## src/rtl/uart_tx_arb_pkg.sv

```systemverilog
// -----------------------------------------------------------------------------
// uart_arb_pkg
// Shared definitions for the UART TX arbiter and its round-robin selector.
//   ID_W        : width of a requester index (supports up to 8 requesters)
//   arb_state_t : arbiter FSM encoding (IDLE / GRANT / RELEASE)
//   rr_next()   : next index in an 8-bit mask, searching upward from last+1
// Optional feature macro used by the arbiter top: UART_TX_ARB_PRIO0_EN.
// -----------------------------------------------------------------------------
package uart_arb_pkg;

  localparam int ID_W = 3;

  typedef enum logic [1:0] {
    IDLE    = 2'd0,
    GRANT   = 2'd1,
    RELEASE = 2'd2
  } arb_state_t;

  // Searches last+1, last+2, ... wrapping modulo 8. Callers zero-pad the mask
  // above their requester count; since last is always a valid index, wrapping
  // modulo 8 over a zero-padded mask equals wrapping modulo the real count.
  function automatic logic [ID_W-1:0] rr_next(input logic [ID_W-1:0] last,
                                              input logic [7:0]      mask);
    logic [ID_W-1:0] idx;
    logic [ID_W-1:0] res;
    logic            found;
    res   = '0;
    found = 1'b0;
    for (int i = 1; i <= 8; i++) begin
      idx = last + ID_W'(i);
      if (!found && mask[idx]) begin
        res   = idx;
        found = 1'b1;
      end
    end
    return res;
  endfunction

endpackage

```

## src/rtl/uart_rr_pick.sv

```systemverilog
// -----------------------------------------------------------------------------
// uart_rr_pick
// Purely combinational round-robin selector. Picks the first set bit of mask
// searching upward from last_grant+1, wrapping modulo NUM_REQ.
// Ports:
//   mask       in  NUM_REQ  candidate requests
//   last_grant in  ID_W     index that won most recently (lowest priority now)
//   sel        out ID_W     selected index (0 when mask is empty)
//   any        out 1        at least one mask bit is set
// -----------------------------------------------------------------------------
module uart_rr_pick
  import uart_arb_pkg::*;
#(
  parameter int NUM_REQ = 4
) (
  input  logic [NUM_REQ-1:0] mask,
  input  logic [ID_W-1:0]    last_grant,
  output logic [ID_W-1:0]    sel,
  output logic               any
);

  logic [7:0] w_mask8;

  always_comb begin
    w_mask8                = '0;
    w_mask8[NUM_REQ-1:0]   = mask;
  end

  assign sel = rr_next(last_grant, w_mask8);
  assign any = |mask;

endmodule

```

## src/rtl/uart_tx_arb.sv

```systemverilog
// -----------------------------------------------------------------------------
// uart_tx_arb
// Round-robin arbiter sharing the UART TX FIFO write port between NUM_REQ
// byte-stream requesters. A grant is held for a whole message (until req_last),
// for at most MAX_BURST bytes, or until the holder has been idle GAP_MAX
// cycles, so messages from different sources never interleave.
//
// Optional feature (macro UART_TX_ARB_PRIO0_EN): requester 0 always wins
// arbitration when valid, and a grant held by another requester is released
// after its current transfer once requester 0 is valid.
//
// Ports:
//   clk, rst_n   clock, asynchronous active-low reset
//   en           arbiter enable; low blocks new grants only
//   req_valid    per-requester byte valid
//   req_data     per-requester byte, requester i at [8i+7:8i]
//   req_last     byte is the last of its message
//   req_ready    per-requester accept (valid & ready = byte taken)
//   tx_full      TX FIFO full
//   tx_wr_en     TX FIFO push strobe
//   tx_wdata     TX FIFO push data
//   grant_valid  a requester holds the grant
//   grant_id     index of the granted requester
//   burst_cnt    bytes transferred in the current grant
//   dbg_state    arbiter FSM state (IDLE=0, GRANT=1, RELEASE=2)
//
// Handshake: a byte moves on a rising clk edge exactly when req_valid[i] and
// req_ready[i] are both high. req_ready is only ever high for the granted
// requester in GRANT and only while tx_full is low; tx_wr_en/tx_wdata mirror
// that same cycle combinationally, so the FIFO push and the requester accept
// are the same event.
// -----------------------------------------------------------------------------
module uart_tx_arb
  import uart_arb_pkg::*;
#(
  parameter int NUM_REQ   = 4,
  parameter int MAX_BURST = 8,
  parameter int GAP_MAX   = 16
) (
  input  logic                 clk,
  input  logic                 rst_n,
  input  logic                 en,
  input  logic [NUM_REQ-1:0]   req_valid,
  input  logic [NUM_REQ*8-1:0] req_data,
  input  logic [NUM_REQ-1:0]   req_last,
  output logic [NUM_REQ-1:0]   req_ready,
  input  logic                 tx_full,
  output logic                 tx_wr_en,
  output logic [7:0]           tx_wdata,
  output logic                 grant_valid,
  output logic [2:0]           grant_id,
  output logic [7:0]           burst_cnt,
  output logic [1:0]           dbg_state
);

  localparam logic [1:0] S_IDLE    = IDLE;
  localparam logic [1:0] S_GRANT   = GRANT;
  localparam logic [1:0] S_RELEASE = RELEASE;

  logic [1:0]      r_state;
  logic            r_grant_valid;
  logic [ID_W-1:0] r_grant_id;
  logic [ID_W-1:0] r_last_grant;
  logic [7:0]      r_burst_cnt;
  logic [7:0]      r_gap_cnt;

  logic [ID_W-1:0] w_rr_sel;
  logic [ID_W-1:0] w_sel;
  logic            w_any;
  logic            w_in_grant;
  logic            w_gnt_valid;
  logic            w_gnt_last;
  logic [7:0]      w_gnt_data;
  logic            w_burst_hit;
  logic            w_gap_hit;
  logic            w_prio_rel;

  uart_rr_pick #(
    .NUM_REQ(NUM_REQ)
  ) u_pick (
    .mask      (req_valid),
    .last_grant(r_last_grant),
    .sel       (w_rr_sel),
    .any       (w_any)
  );

`ifdef UART_TX_ARB_PRIO0_EN
  assign w_sel      = req_valid[0] ? '0 : w_rr_sel;
  // Early release lets requester 0 in at the next byte boundary.
  assign w_prio_rel = req_valid[0] && (r_grant_id != '0);
`else
  assign w_sel      = w_rr_sel;
  assign w_prio_rel = 1'b0;
`endif

  assign w_in_grant = (r_state == S_GRANT);

  // Mux the granted requester's lane; loop compare avoids an index wider
  // than the request vectors.
  always_comb begin
    w_gnt_valid = 1'b0;
    w_gnt_last  = 1'b0;
    w_gnt_data  = '0;
    req_ready   = '0;
    for (int i = 0; i < NUM_REQ; i++) begin
      if (r_grant_id == ID_W'(i)) begin
        w_gnt_valid  = req_valid[i];
        w_gnt_last   = req_last[i];
        w_gnt_data   = req_data[8*i +: 8];
        req_ready[i] = w_in_grant & ~tx_full;
      end
    end
  end

  assign tx_wr_en    = w_in_grant & w_gnt_valid & ~tx_full;
  assign tx_wdata    = tx_wr_en ? w_gnt_data : 8'h00;

  assign w_burst_hit = (r_burst_cnt + 8'd1) == 8'(MAX_BURST);
  assign w_gap_hit   = (r_gap_cnt == 8'(GAP_MAX - 1));

  always_ff @(posedge clk or negedge rst_n) begin
    if (!rst_n) begin
      r_state       <= S_IDLE;
      r_grant_valid <= 1'b0;
      r_grant_id    <= '0;
      r_last_grant  <= ID_W'(NUM_REQ - 1);
      r_burst_cnt   <= '0;
      r_gap_cnt     <= '0;
    end else begin
      case (r_state)
        S_IDLE: begin
          if (en && w_any) begin
            r_state       <= S_GRANT;
            r_grant_valid <= 1'b1;
            r_grant_id    <= w_sel;
            r_burst_cnt   <= '0;
            r_gap_cnt     <= '0;
          end
        end
        S_GRANT: begin
          if (tx_wr_en) begin
            r_burst_cnt <= r_burst_cnt + 8'd1;
            r_gap_cnt   <= '0;
            // last and burst limit on the same byte collapse into one release
            if (w_gnt_last || w_burst_hit || w_prio_rel) begin
              r_state       <= S_RELEASE;
              r_grant_valid <= 1'b0;
            end
          end else if (!w_gnt_valid) begin
            // A stall on tx_full never counts as idle; only absent data does.
            if (w_gap_hit) begin
              r_state       <= S_RELEASE;
              r_grant_valid <= 1'b0;
            end else begin
              r_gap_cnt <= r_gap_cnt + 8'd1;
            end
          end
        end
        S_RELEASE: begin
          r_last_grant <= r_grant_id;
          r_state      <= S_IDLE;
        end
        default: begin
          r_state       <= S_IDLE;
          r_grant_valid <= 1'b0;
        end
      endcase
    end
  end

  assign grant_valid = r_grant_valid;
  assign grant_id    = r_grant_id;
  assign burst_cnt   = r_burst_cnt;
  assign dbg_state   = r_state;

endmodule

```

## config.mk

```make
export PLATFORM = sky130hd
export DESIGN_NAME = uart_tx_arb
export DESIGN_NICKNAME = d
export VERILOG_FILES = /design/src/rtl/uart_tx_arb_pkg.sv /design/src/rtl/uart_rr_pick.sv /design/src/rtl/uart_tx_arb.sv
export SDC_FILE = /design/constraint.sdc
export NUM_CORES = 1
export LEC_CHECK = 0
export CAP_MARGIN = 20
export CELL_PAD_IN_SITES_DETAIL_PLACEMENT = 0
export CELL_PAD_IN_SITES_GLOBAL_PLACEMENT = 1
export CORE_MARGIN = 3
export CORE_UTILIZATION = 38
export DETAILED_ROUTE_END_ITERATION = 12
export HOLD_SLACK_MARGIN = 0.05
export PLACE_DENSITY = 0.93
export SYNTH_ARGS = -nofsm -noshare
export SYNTH_HDL_FRONTEND = slang
export SYNTH_HIERARCHICAL = 1
export SYNTH_SLANG_ARGS = --single-unit
```

## constraint.sdc

```tcl
create_clock -name clk -period 6 [get_ports clk]
set_clock_uncertainty 0.2 [all_clocks]
set_input_delay 1.5 -clock clk [delete_from_list [all_inputs] [get_ports clk]]
set_output_delay 1.5 -clock clk [all_outputs]
set_load 0.01 [all_outputs]
```

==> results.sh <==
export IMPL_clock_latency_on_the_worst_skew_pair_ns=0.27
export IMPL_design_core_area_um2=6060
export IMPL_hold_end="r_gap_cnt[0]$_DFFE_PN0P_"
export IMPL_drt_initial_drc_count=82
export IMPL_worstHoldPathCells=1
export IMPL_syn_nets=331
export IMPL_layout_min_cycle_time_ns=5.38
export IMPL_floorplan_initialDensity_pct=40.3
export IMPL_pin_count=71
export IMPL_num_nets_final=393
export IMPL_crit_type="in -> out"
export IMPL_worst_slew_pin_transition_ns=0.814
export IMPL_clock_sinks=25
export IMPL_fmax_mhz=186
export IMPL_drt_vias_per_instance=5.99
export IMPL_drc=0
export IMPL_ctsHoldBuffers=0
export IMPL_synth_top_cell_by_area="sky130_fd_sc_hd__dfrtp_1"
export IMPL_p_int_uw=710
export IMPL_r2r_end="grant_id[1]$_DFFE_PN0P_"
export IMPL_syn_inst=283
export IMPL_netlist_cell_type_count=73
export IMPL_gpl_final_weighted_congestion=0.899
export IMPL_count_of_state_elements_after_synthesis=25
export IMPL_layout_drive_gt1_share_pct=12.2
export IMPL_post_synth_top_count_cell="sky130_fd_sc_hd__nand2_1"
export IMPL_cts_post_setup_buffers_inserted=0
export IMPL_power_static_leakage_nw=1.23
export IMPL_clock_tree_root_cell="sky130_fd_sc_hd__clkbuf_8"
export IMPL_clk_pin_slew_worst_paths_ns=0.09
export IMPL_preCtsSetupSlack_ns=0.640
export IMPL_power_share_sequential_pct=24.3
export IMPL_path_class_of_the_lowest_slack_min_delay_path="reg -> reg"
export IMPL_grt_start_max_net_pins=36
export IMPL_synth_top_cells_by_area="sky130_fd_sc_hd__dfrtp_1, sky130_fd_sc_hd__mux2_2, sky130_fd_sc_hd__a211oi_1"
export IMPL_synth_common_cells="sky130_fd_sc_hd__nand2_1, sky130_fd_sc_hd__dfrtp_1, sky130_fd_sc_hd__o21ai_0"
export IMPL_routedWlPerCell_um=16.2
export IMPL_ctsResizeCount=0
export IMPL_grt_pass1_wl_um=11400
export IMPL_total_wirelength_of_the_detailed_routed_design_um=6800
export IMPL_reg2regPathDepth=9
export IMPL_firstDrtPassIters=4
export IMPL_die_width_um=86.2
export IMPL_port_buffer_count=70
export IMPL_async_flop_share_pct=100
export IMPL_slew_headroom_pct=45.7
export IMPL_worst_endpoint_arrival_ns=3.68
export IMPL_syn_avg_cell_area_um2=8.63
export IMPL_rr_startpoint="r_last_grant[0]$_DFFE_PN1P_"
export IMPL_tritoncts="built"
export IMPL_die_h_um=86.2
export IMPL_numCtsBuffers=3
export IMPL_synthDominantCellAreaShare_pct=23.6
export IMPL_power_per_cell_area_nw_per_um2=434
export IMPL_post_route_worst_setup_slack_ns=0.621
export IMPL_worst_case_register_to_register_setup_slack_ns=2.74
export IMPL_p_clk_share_pct=7.3
export IMPL_setup_total_negative_slack_ns=0
export IMPL_stdcell_count=419
export IMPL_layout_worst_path_cycle_share_pct=89.7
export IMPL_hold_worst_slack_ns=0.307
export IMPL_post_place_cells=415
export IMPL_final_hold_viol_count=0
export IMPL_placed_area_um2=3150
export IMPL_worst_hold_startpoint="r_gap_cnt[0]$_DFFE_PN0P_"
export IMPL_netSwitchingPower_uw=675
export IMPL_ir_drop_uv=254
export IMPL_antenna_violations_before_repair=0
export IMPL_mappedNetlistArea_um2=2440
export IMPL_setup_viol=0
export IMPL_run_status="complete, no violations"
export IMPL_first_global_vias=2366
export IMPL_rows=28
export IMPL_final_antenna_net_count=0
export IMPL_place_detailed_hpwl_um=5040
export IMPL_combinationalPowerShare_pct=68.3
export IMPL_yosys_warnings=6
export IMPL_synth_edf_count=0
export IMPL_cts_max_path_buffers=2
export IMPL_critical_path_peak_fanout=16
export IMPL_vias=2510
export IMPL_slew_viol_final=0
export IMPL_worst_setup_path_end_kind="output port"
export IMPL_drv_max_cap_violation_count=0
export IMPL_rsz0062_at_grt="no"
export IMPL_type_of_element_launching_the_critical_path="input pin"
export IMPL_n_antenna_cell=0
export IMPL_grt_util_all_layers_pct=18.4
export IMPL_yosysSeqAreaShare_pct=25.7
export IMPL_critical_path_required_ns=4.30
export IMPL_floorplan_die_area_um2=7430
export IMPL_sw_frac_of_total_pct=48.7
export IMPL_final_area_um2=3190
export IMPL_grt_overflow=0
export IMPL_flow_area_growth_from_synthesis_pct=30.6
export IMPL_synth_flop_cell="sky130_fd_sc_hd__dfrtp_1"
export IMPL_cts_htree_levels=1
-- kinds of logic (layout without fill, tap and decap cells) --
group	count (synthesis)	in the layout	synth area share, %
adders and majority gates	4	4	2.05
xor gates and xnor gates	3	3	1.08
buffers and inverters	26	87	6.10
and+or+nand+nor	111	111	24.5
other	1	1	0.154
AOI/OAI and AO/OA	94	94	29.3
DFF	25	25	25.7
muxes	19	19	11.1
-- critical path: stages --
cell                              delay (ns)
sky130_fd_sc_hd__clkdlybuf4s50_1        0.61
sky130_fd_sc_hd__mux2_2                 0.25
sky130_fd_sc_hd__a22o_1                 0.21
sky130_fd_sc_hd__nand2_2                0.22
sky130_fd_sc_hd__a211oi_1               0.28
sky130_fd_sc_hd__clkdlybuf4s50_1        0.61
-- power by group through the flow --
| stage | Clock [mW] | Combinational [mW] | Sequential, mW |
|---|---|---|---|
| 2_1_floorplan | 0 | 0.728 | 0.287 |
| 3_3_place_gp | 0 | 0.926 | 0.338 |
| 3_5_place_dp | 0 | 0.937 | 0.338 |
| 4_1_cts | 0.104 | 0.944 | 0.335 |
| 5_1_grt | 0.111 | 1.04 | 0.351 |
| 6_report | 0.101 | 0.946 | 0.337 |
-- metal layers --
metal  track usage [%]  up-vias  wire length [um]
met3              3.14        6               420
met2              29.2       90              3150
met5                 0        -                 0
met4              3.12        0                55
met1              26.7     1206              3180
li1                  -     1208                 -
-- worst max path at each step --
stage                     cells past startpoint  slack (ns)           to          from
after global routing                          6        0.49  tx_wdata[2]  req_valid[3]
final                                         6        0.62  tx_wdata[4]  req_valid[3]
after detailed placement                      6        0.64  tx_wdata[4]  req_valid[3]
after CTS                                     6        0.61  tx_wdata[4]  req_valid[3]
after floorplan                               5        1.88  tx_wdata[0]  req_valid[3]
after global placement                        6        0.78  tx_wdata[5]  req_valid[3]
-- placed cells by master, fill, tap and decap left out, types with 4 or more instances in the layout --
cell type | synthesis | final
sky130_fd_sc_hd__a211oi_1 | 16 | 16
sky130_fd_sc_hd__a21oi_1 | 9 | 9
sky130_fd_sc_hd__a32o_1 | 4 | 4
sky130_fd_sc_hd__and3_1 | 7 | 7
sky130_fd_sc_hd__clkdlybuf4s50_1 | 0 | 70
sky130_fd_sc_hd__dfrtp_1 | 23 | 23
sky130_fd_sc_hd__ha_1 | 4 | 4
sky130_fd_sc_hd__inv_1 | 9 | 9
sky130_fd_sc_hd__mux2_2 | 11 | 11
sky130_fd_sc_hd__mux4_2 | 4 | 4
sky130_fd_sc_hd__nand2_1 | 25 | 25
sky130_fd_sc_hd__nand2b_1 | 6 | 6
sky130_fd_sc_hd__nand3_1 | 12 | 12
sky130_fd_sc_hd__nor2_1 | 15 | 15
sky130_fd_sc_hd__nor2b_1 | 10 | 10
sky130_fd_sc_hd__nor3_1 | 9 | 9
sky130_fd_sc_hd__o21ai_0 | 20 | 20
sky130_fd_sc_hd__o22ai_1 | 9 | 9
sky130_fd_sc_hd__o31ai_1 | 4 | 4
-- sequential cells by signal, summed over array words and instances, names as in the netlist --
name / cells
burst_cnt: 8
grant_id: 3
r_last_grant: 3
r_gap_cnt: 8
grant_valid: 1
dbg_state: 2
-- cell type report --
| class | instances | area [um^2] |
|---|---|---|
| sequential | 25 | 628 |
| tap | 75 | 93.8 |
| clock buffer | 4 | 45.0 |
| multi-input combinational | 232 | 1670 |
| fill | 582 | 2870 |
| timing repair buffer | 72 | 716 |
| inverter | 11 | 42.5 |
-- stage by stage --
stage                     utilization, %  total power [mW]
after CTS                           52.6              1.38
after floorplan                        -              1.02
final                               52.6              1.38
after detailed placement            51.9              1.28
after global placement              51.9              1.26
after global routing                52.6              1.50
No activity file was read; power rests on OpenSTA's default activity.
